<file path="config.mk">
export PLATFORM = sky130hd
export DESIGN_NAME = pwm_capture_flat
export DESIGN_NICKNAME = d
export VERILOG_FILES = /design/src/rtl/pwm_capture_if.sv /design/src/rtl/pwm_capture.sv /design/src/flat_wrapper.sv
export SDC_FILE = /design/constraint.sdc
export NUM_CORES = 1
export LEC_CHECK = 0
export ABC_AREA = 0
export CORE_ASPECT_RATIO = 0.9
export CORE_MARGIN = 1.5
export CORE_UTILIZATION = 50
export CTS_CLUSTER_DIAMETER = 100
export DETAILED_ROUTE_END_ITERATION = 10
export PLACE_DENSITY = 0.81
export SYNTH_ARGS = -nofsm -noshare
export SYNTH_HDL_FRONTEND = slang
export SYNTH_SLANG_ARGS = --single-unit
</file>
<file path="constraint.sdc">
create_clock -name clk -period 1.7 [get_ports clk]
set_input_delay 0.34 -clock clk [delete_from_list [all_inputs] [get_ports clk]]
set_output_delay 0.34 -clock clk [all_outputs]
set_load 0.05 [all_outputs]
</file>
<file path="src/rtl/pwm_capture_if.sv">
// Port bundle for pwm_capture: control and PWM input toward the capture block,
// measurement results and status flags back to the consumer.
interface pwm_capture_if #(
    parameter int unsigned CNT_WIDTH = 16
) ();
    logic                 enable;
    logic                 pwm_in;
    logic [CNT_WIDTH-1:0] high_cnt;
    logic [CNT_WIDTH-1:0] period_cnt;
    logic                 meas_valid;
    logic                 stuck_high;
    logic                 stuck_low;

    modport master (
        output enable,
        output pwm_in,
        input  high_cnt,
        input  period_cnt,
        input  meas_valid,
        input  stuck_high,
        input  stuck_low
    );

    modport slave (
        input  enable,
        input  pwm_in,
        output high_cnt,
        output period_cnt,
        output meas_valid,
        output stuck_high,
        output stuck_low
    );
endinterface

</file>
<file path="src/rtl/pwm_capture.sv">
// PWM capture: synchronizes pwm_in and measures high time and rise-to-rise period in clk
// cycles, publishing each completed cycle with a one-cycle strobe; flags edge-less inputs.
module pwm_capture #(
    parameter int unsigned CNT_WIDTH   = 16,
    parameter int unsigned SYNC_STAGES = 2
) (
    input logic          clk,
    input logic          reset_n,
    pwm_capture_if.slave bus
);
    typedef enum logic [1:0] {StArm, StMeasHigh, StMeasLow} state_e;

    localparam logic [CNT_WIDTH-1:0] CntMax = '1;

    logic [SYNC_STAGES-1:0] sync_q;
    logic                   s, s_d_q;
    logic                   rise, fall, timeout;
    state_e                 state_q, state_d;
    logic [CNT_WIDTH-1:0]   cnt_q, cnt_d;
    logic [CNT_WIDTH-1:0]   high_lat_q, high_lat_d;
    logic [CNT_WIDTH-1:0]   high_cnt_q, high_cnt_d;
    logic [CNT_WIDTH-1:0]   period_cnt_q, period_cnt_d;
    logic                   meas_valid_q, meas_valid_d;
    logic                   stuck_high_q, stuck_high_d;
    logic                   stuck_low_q, stuck_low_d;

    // Synchronizer keeps running while disabled so re-enable sees a settled level.
    always_ff @(posedge clk or negedge reset_n) begin
        if (!reset_n) begin
            sync_q <= '0;
            s_d_q  <= 1'b0;
        end else begin
            sync_q <= {sync_q[SYNC_STAGES-2:0], bus.pwm_in};
            s_d_q  <= s;
        end
    end

    assign s       = sync_q[SYNC_STAGES-1];
    assign rise    = s & ~s_d_q;
    assign fall    = ~s & s_d_q;
    assign timeout = (cnt_q == CntMax) && !rise && !fall;

    always_comb begin
        state_d      = state_q;
        cnt_d        = cnt_q;
        high_lat_d   = high_lat_q;
        high_cnt_d   = high_cnt_q;
        period_cnt_d = period_cnt_q;
        meas_valid_d = 1'b0;
        stuck_high_d = stuck_high_q;
        stuck_low_d  = stuck_low_q;

        if (!bus.enable) begin
            state_d      = StArm;
            cnt_d        = '0;
            stuck_high_d = 1'b0;
            stuck_low_d  = 1'b0;
        end else begin
            // Counter saturates at max; only a rise restarts it.
            if (rise) begin
                cnt_d = CNT_WIDTH'(1);
            end else if (cnt_q != CntMax) begin
                cnt_d = cnt_q + CNT_WIDTH'(1);
            end

            case (state_q)
                StArm: begin
                    if (rise) state_d = StMeasHigh;
                end
                StMeasHigh: begin
                    if (fall) begin
                        high_lat_d = cnt_q;
                        state_d    = StMeasLow;
                    end
                end
                StMeasLow: begin
                    if (rise) begin
                        high_cnt_d   = high_lat_q;
                        period_cnt_d = cnt_q;
                        meas_valid_d = 1'b1;
                        stuck_high_d = 1'b0;
                        stuck_low_d  = 1'b0;
                        state_d      = StMeasHigh;
                    end
                end
                default: state_d = StArm;
            endcase

            if (timeout) begin
                state_d = StArm;
                if (s) stuck_high_d = 1'b1;
                else   stuck_low_d  = 1'b1;
            end
        end
    end

    always_ff @(posedge clk or negedge reset_n) begin
        if (!reset_n) begin
            state_q      <= StArm;
            cnt_q        <= '0;
            high_lat_q   <= '0;
            high_cnt_q   <= '0;
            period_cnt_q <= '0;
            meas_valid_q <= 1'b0;
            stuck_high_q <= 1'b0;
            stuck_low_q  <= 1'b0;
        end else begin
            state_q      <= state_d;
            cnt_q        <= cnt_d;
            high_lat_q   <= high_lat_d;
            high_cnt_q   <= high_cnt_d;
            period_cnt_q <= period_cnt_d;
            meas_valid_q <= meas_valid_d;
            stuck_high_q <= stuck_high_d;
            stuck_low_q  <= stuck_low_d;
        end
    end

    assign bus.high_cnt   = high_cnt_q;
    assign bus.period_cnt = period_cnt_q;
    assign bus.meas_valid = meas_valid_q;
    assign bus.stuck_high = stuck_high_q;
    assign bus.stuck_low  = stuck_low_q;
endmodule

</file>
<file path="src/flat_wrapper.sv">
// flat-port wrapper written by rule: the top's interface ports become plain ports
module pwm_capture_flat 
#(
    parameter int unsigned CNT_WIDTH   = 16,
    parameter int unsigned SYNC_STAGES = 2
)
  (clk, reset_n, bus_enable, bus_pwm_in, bus_high_cnt, bus_period_cnt, bus_meas_valid, bus_stuck_high, bus_stuck_low);
  pwm_capture_if #(.CNT_WIDTH(CNT_WIDTH)) bus_i ();
  input logic clk;
  input logic reset_n;
  input wire logic [$bits(bus_i.enable)-1:0] bus_enable;
  input wire logic [$bits(bus_i.pwm_in)-1:0] bus_pwm_in;
  output wire logic [$bits(bus_i.high_cnt)-1:0] bus_high_cnt;
  output wire logic [$bits(bus_i.period_cnt)-1:0] bus_period_cnt;
  output wire logic [$bits(bus_i.meas_valid)-1:0] bus_meas_valid;
  output wire logic [$bits(bus_i.stuck_high)-1:0] bus_stuck_high;
  output wire logic [$bits(bus_i.stuck_low)-1:0] bus_stuck_low;
  assign bus_i.enable = bus_enable;
  assign bus_i.pwm_in = bus_pwm_in;
  assign bus_high_cnt = bus_i.high_cnt;
  assign bus_period_cnt = bus_i.period_cnt;
  assign bus_meas_valid = bus_i.meas_valid;
  assign bus_stuck_high = bus_i.stuck_high;
  assign bus_stuck_low = bus_i.stuck_low;
  pwm_capture #(.CNT_WIDTH(CNT_WIDTH), .SYNC_STAGES(SYNC_STAGES)) u_core (.clk(clk), .reset_n(reset_n), .bus(bus_i));
endmodule
</file>
=== Word-level counts from Yosys, hierarchy flattened ===
Index checks and enable logic that the tools add are counted.

* Flip-flop bits (word level): 72
* Input port bits: 4

* Bitwise operators: 4
* Equal/unequal tests: 7
* Reductions and logical operators: 9
* $add $sub $neg: 1
* Mux-type cells: 21

{| class="wikitable"
|+ Operators by type and width
! operator !! count
|-
| $mux 16 || 3
|-
| $add 16x1->16 const B || 1
|-
| $eq 16x16->1 const B || 1
|-
| $ne 16x16->1 const B || 1
|-
| $mux 1 || 13
|-
| $mux 2 || 4
|-
| $ne 4x2->1 const B || 2
|-
| $reduce_and 3->1 || 2
|-
| $pmux 2 s2 || 1
|-
| $ne 3x1->1 const B || 1
|-
| $and 1x1->1 || 2
|-
| $eq 2x1->1 const B || 1
|-
| $eq 2x2->1 const B || 1
|-
| $logic_and 1x1->1 || 2
|-
| $logic_not 1->1 || 2
|-
| $logic_not 2->1 || 1
|-
| $not 1->1 || 2
|-
| $reduce_and 2->1 || 1
|-
| $reduce_or 2->1 || 1
|}

=== Logic depth before layout (Yosys ltp) ===
* Depth in word-level cells: 7
* Gate-level depth with buffers: 6
* Depth with buffers taken out: 5

=== Least setup slack after synthesis ===
Ideal clock, no wire load.

* Path kind: flip-flop to flip-flop
* Start point: register u_core.cnt_q[0]
* End point: register u_core.cnt_q[0]
* Library setup time: 0.132 ns
* Setup slack: 0.107 ns
* Stages on the path, launching flop included: 6
* Arrival time: 1.462 ns
* Cells stage by stage: dfrtp_1 -> ha_1 -> nand4_2 -> or3_4 -> o31ai_1 -> a31oi_1

* Word-level cells in the longest chain between the ends: 4
* Elaborated cells on any way between the ends: 6
* Those cells by class: add/sub (1); eq/ne (2); mux (3)

{| class="wikitable"
|+ Ends and longest elaborated chain
! element !! RTL line !! text
|-
| start, declared || pwm_capture.sv:19 || <nowiki>logic [CNT_WIDTH-1:0] cnt_q, cnt_d;</nowiki>
|-
| start signal, assigned || pwm_capture.sv:109 || <nowiki>cnt_q <= cnt_d;</nowiki>
|-
| $add 16x1->16 || pwm_capture.sv:63 || <nowiki>cnt_d = cnt_q + CNT_WIDTH'(1);</nowiki>
|-
| $mux 16 || pwm_capture.sv:62 || <nowiki>end else if (cnt_q != CntMax) begin</nowiki>
|-
| $mux 16 || pwm_capture.sv:60 || <nowiki>if (rise) begin</nowiki>
|-
| $mux 16 || pwm_capture.sv:53 || <nowiki>if (!bus.enable) begin</nowiki>
|}

Parallel ways exist; a longest one is shown, timed or not. The select of a mux whose other input is x is not followed.
A chain may end at the register's enable or synchronous reset.

=== Worst setup path in the final report ===
* Start point: register u_core.cnt_q[0]
* End point: register u_core.state_q[1]

* Word-level cells in the longest chain between the ends: 5
* Elaborated cells on any way between the ends: 8
* Those cells by class: eq/ne (3); mux (2); reduce/logical (3)

{| class="wikitable"
|+ Ends and longest elaborated chain
! element !! RTL line !! text
|-
| $eq 16x16->1 * || pwm_capture.sv:41 || <nowiki>assign timeout = (cnt_q == CntMax) && !rise && !fall;</nowiki>
|-
| $logic_and 1x1->1 * (2 in series) || pwm_capture.sv:41 ||
|-
| $ne 4x2->1 (no source line) / $mux 2 (equally long branches) || -- ||
|-
| $reduce_and 2->1 (no source line) / $mux 2 (equally long branches) || -- ||
|-
| end signal, assigned || pwm_capture.sv:99 || <nowiki>state_q <= StArm;</nowiki>
|-
| end signal, assigned || pwm_capture.sv:108 || <nowiki>state_q <= state_d;</nowiki>
|-
| end, declared || pwm_capture.sv:18 || <nowiki>state_e state_q, state_d;</nowiki>
|}

Mark *: on every way between the ends. The rest lies on a longest branch, timed or not.

==> key figures <==
Finish
  – # nets final: 304
  – Register area: 0.001802 mm²
  – Area of the multi-input gates: 0.001252 mm²
  – Layout cells sized above 1: 45.21%
  – Design area: 0.003953 mm²
  – Final non-filler cell total: 390
  – Leading cell type in the layout, fill and taps excluded: dfrtp_1
  – Filler Cell Count: 476
  – Diode count: 0
  – Synth-to-layout area growth: 24.66%
  – Commonest non-fill, non-tap cells in the layout: dfrtp_1 (72), buf_4 (58), mux2_2 (47)

Job
  – Total of max-cap violations: 0

STA
  – Setup skew after layout: 0.007154 ns
  – Final setup vio count: 0
  – Part of the cycle the worst path needs: 95.37%
  – Min Tclk post-route: 1.621 ns
  – Worst Tran Pin Value: 0.3740 ns
  – Relative slew slack: 74.84%
  – Max-slew violations: 0
  – Max Fclk: 616.8 MHz
  – RSZ-0062 raised after global routing: no
  – Min Hold Slack: 0.009053 ns
  – Fin. Hold Viols: 0

Critical path
  – Worst reg2reg path startpoint: u_core.cnt_q[0]$_DFFE_PN0P_
  – Critical Path Source Type: register
  – Arrival time worst endpoint: 1.84 ns
  – Critical path class: register to register
  – CP Capture Type: register
  – Worst-path maximum fanout: 5
  – Worst r2r path cells: 5
  – Critical Path Start: u_core.cnt_q[0]$_DFFE_PN0P_
  – Worst Path Required: 1.92 ns

Die
  – Die W: 86.94 µm
  – I/O pin total: 39
  – Die H: 78.55 µm
  – Rows: 27
  – Starting Density: 51.85%
  – DIE AREA: 0.006829 mm²
  – Core outline area: 0.006115 mm²

Synth
  – Seq/Total Area, Yosys: 56.83%
  – Synth area leader: dfrtp_1
  – Seq cells post-synth: 72
  – Yosys warns: 0
  – Count of different cell masters after synthesis: 52
  – Synth Net Count: 242
  – Synth Instances: 237
  – Share of Yosys cell area claimed by the top area cell type: 56.83%
  – Synth area leaders: dfrtp_1 (57%), mux2_2 (17%), mux2i_1 (1.9%), nand2_1 (1.9%), a31oi_1 (1.2%)
  – Synthesized area: 0.003171 mm²
  – Avg Cell Area, Syn: 13.38 µm²

Global route
  – Largest net degree at the start of global routing: 73
  – First-pass GRT wire length: 9.853 mm
  – Gr usage total: 19.09%
  – Gr ovfl total: 0
  – Vias in the first global route: 1,998
  – Initial antenna violation count: 0

Pwr
  – Maximum vdd ir drop: 0.0005239 V
  – Power Total: 3512 µW
  – PwrDens: 888.6 mW/mm²
  – Leakage: 0.001973 µW

Status
  – Outcome: completed

Placed design
  – RD Place Congestion: 0.8873
  – Area after DPL: 0.003719 mm²
  – Port-buffer cells: 38
  – Post-DP HPWL: 3.973 mm
  – Placed instance count: 375

Routing
  – Starting DRT DRC Count: 135
  – Drt pass-1 iters: 5
  – Vias: 2,129
  – Post-Route WL: 5.836 mm
  – Avg WL per Cell: 14.96 µm
  – Number of routed nets with antenna violations: 0
  – Via density: 5.459
  – Final routed DRC violation total: 0

Clock tree
  – Clk root buf: clkbuf_8
  – Post-CTS Hold Buffers: 0
  – Postcts setup bufs: 0
  – H-tree levels: 3
  – Reg clk slew, reported paths: 0.07 ns
  – Clock buffer depth: 2
  – Sink Count: 72
  – CTS tree: yes
  – # resized after CTS: 0
  – Num CTS Buffers: 9
  – Worst-skew pair later-pin latency: 0.35 ns

Worst hold path
  – Worst hold-check path type: input port to asynchronous set/reset pin
==> through the flow <==
| stage | setup TNS (ns) | setup slack (ns) | util (%) |
|---|---|---|---|
| floorplan | 0 | 0.1067 | - |
| global placement | -3.496 | -0.1090 | 60.81 |
| detailed placement | -3.680 | -0.1268 | 60.81 |
| CTS | 0 | 0.07140 | 64.64 |
| global route | 0 | 0.02193 | 64.64 |
| finish | 0 | 0.07874 | 64.64 |
==> sequential cells by signal (all words and copies together), names as in the netlist <==
register and count:
u_core.sync_q 2, u_core.bus.period_cnt 16, u_core.s_d_q 1, u_core.bus.stuck_low 1
u_core.cnt_q 16, u_core.bus.stuck_high 1, u_core.high_lat_q 16, u_core.bus.meas_valid 1
u_core.state_q 2, u_core.bus.high_cnt 16
==> worst max-delay path, stage by stage (launching register included) <==
cell      delay (ns)
dfrtp_1         0.35
ha_1            0.18
nand4_2         0.16
or3_4           0.46
o21ai_0         0.22
o211ai_1        0.12
==> cell type report <==
type / instances / share of cell area, %
repair buffers: 65 / 13.68
well taps: 87 / 2.754
multi-input cells: 147 / 31.69
clock buffers: 10 / 3.229
flip-flops and latches: 72 / 45.58
clock inverters: 5 / 2.691
inverters: 4 / 0.3799
==> power by group <==
group | internal, µW | switching (µW) | leakage [µW]
clock | 969 | 614 | 0.000113
sequential | 1740 | 18.5 | 0.000995
combinational | 69.5 | 104 | 0.000866
total | 2770 | 737 | 0.00197
==> per-layer routing <==
metal  track usage, %  share of wire (%)
met1            26.62                 47
met3            7.256                6.1
met4            6.129               0.98
met5                0                  0
met2            27.44                 46
==> path summary, 6_finish.rpt <==
check,end,slack (ns)
worst max register to register,u_core.state_q[1]$_DFFE_PN0P_,0.08
worst min-delay path,u_core.high_lat_q[0]$_DFFE_PN0P_,0.009
max in group asynchronous,u_core.cnt_q[10]$_DFFE_PN0P_,1.39
worst min register to register,u_core.sync_q[1]$_DFF_PN0_,0.35
worst max-delay path,u_core.state_q[1]$_DFFE_PN0P_,0.08
min in group clk,u_core.sync_q[1]$_DFF_PN0_,0.35
==> Yosys cell counts (all sizes together) <==
master   n
ha       1
nand2   16
a311o    1
mux2i    6
o22ai    1
a211oi   2
a21bo    1
inv      4
and4     1
dfrtp   72
a21oi    1
nor2     3
nand3    6
nand2b   7
a311oi   1
nand4b   1
nor4     3
nand4    7
a21boi   2
nor3     4
o211ai   1
a21o     1
mux2    48
and2     2
nor3b    1
and3     5
a32oi    1
o31ai    1
xor2     1
a32o     1
buf     13
o21a     1
or3      2
xnor2    3
clkbuf   1
nand3b   1
a2111o   1
o21ai    7
a31oi    6
==> kinds of logic (layout without fill, tap and decap cells) <==
| kind of cell | count (synthesis) | count (layout) | share of synthesized area (%) |
|---|---|---|---|
| adder cells (fa/ha/maj) | 1 | 1 | 0.3946 |
| multiplexers | 54 | 54 | 18.94 |
| XOR/XNOR | 4 | 4 | 1.105 |
| AND/OR/NAND/NOR | 59 | 59 | 12.31 |
| flip-flops | 72 | 72 | 56.83 |
| buffers and inverters | 18 | 84 | 3.670 |
| AO/OA/AOI/OAI | 29 | 29 | 6.748 |
Power figures use the tool's default switching activity.
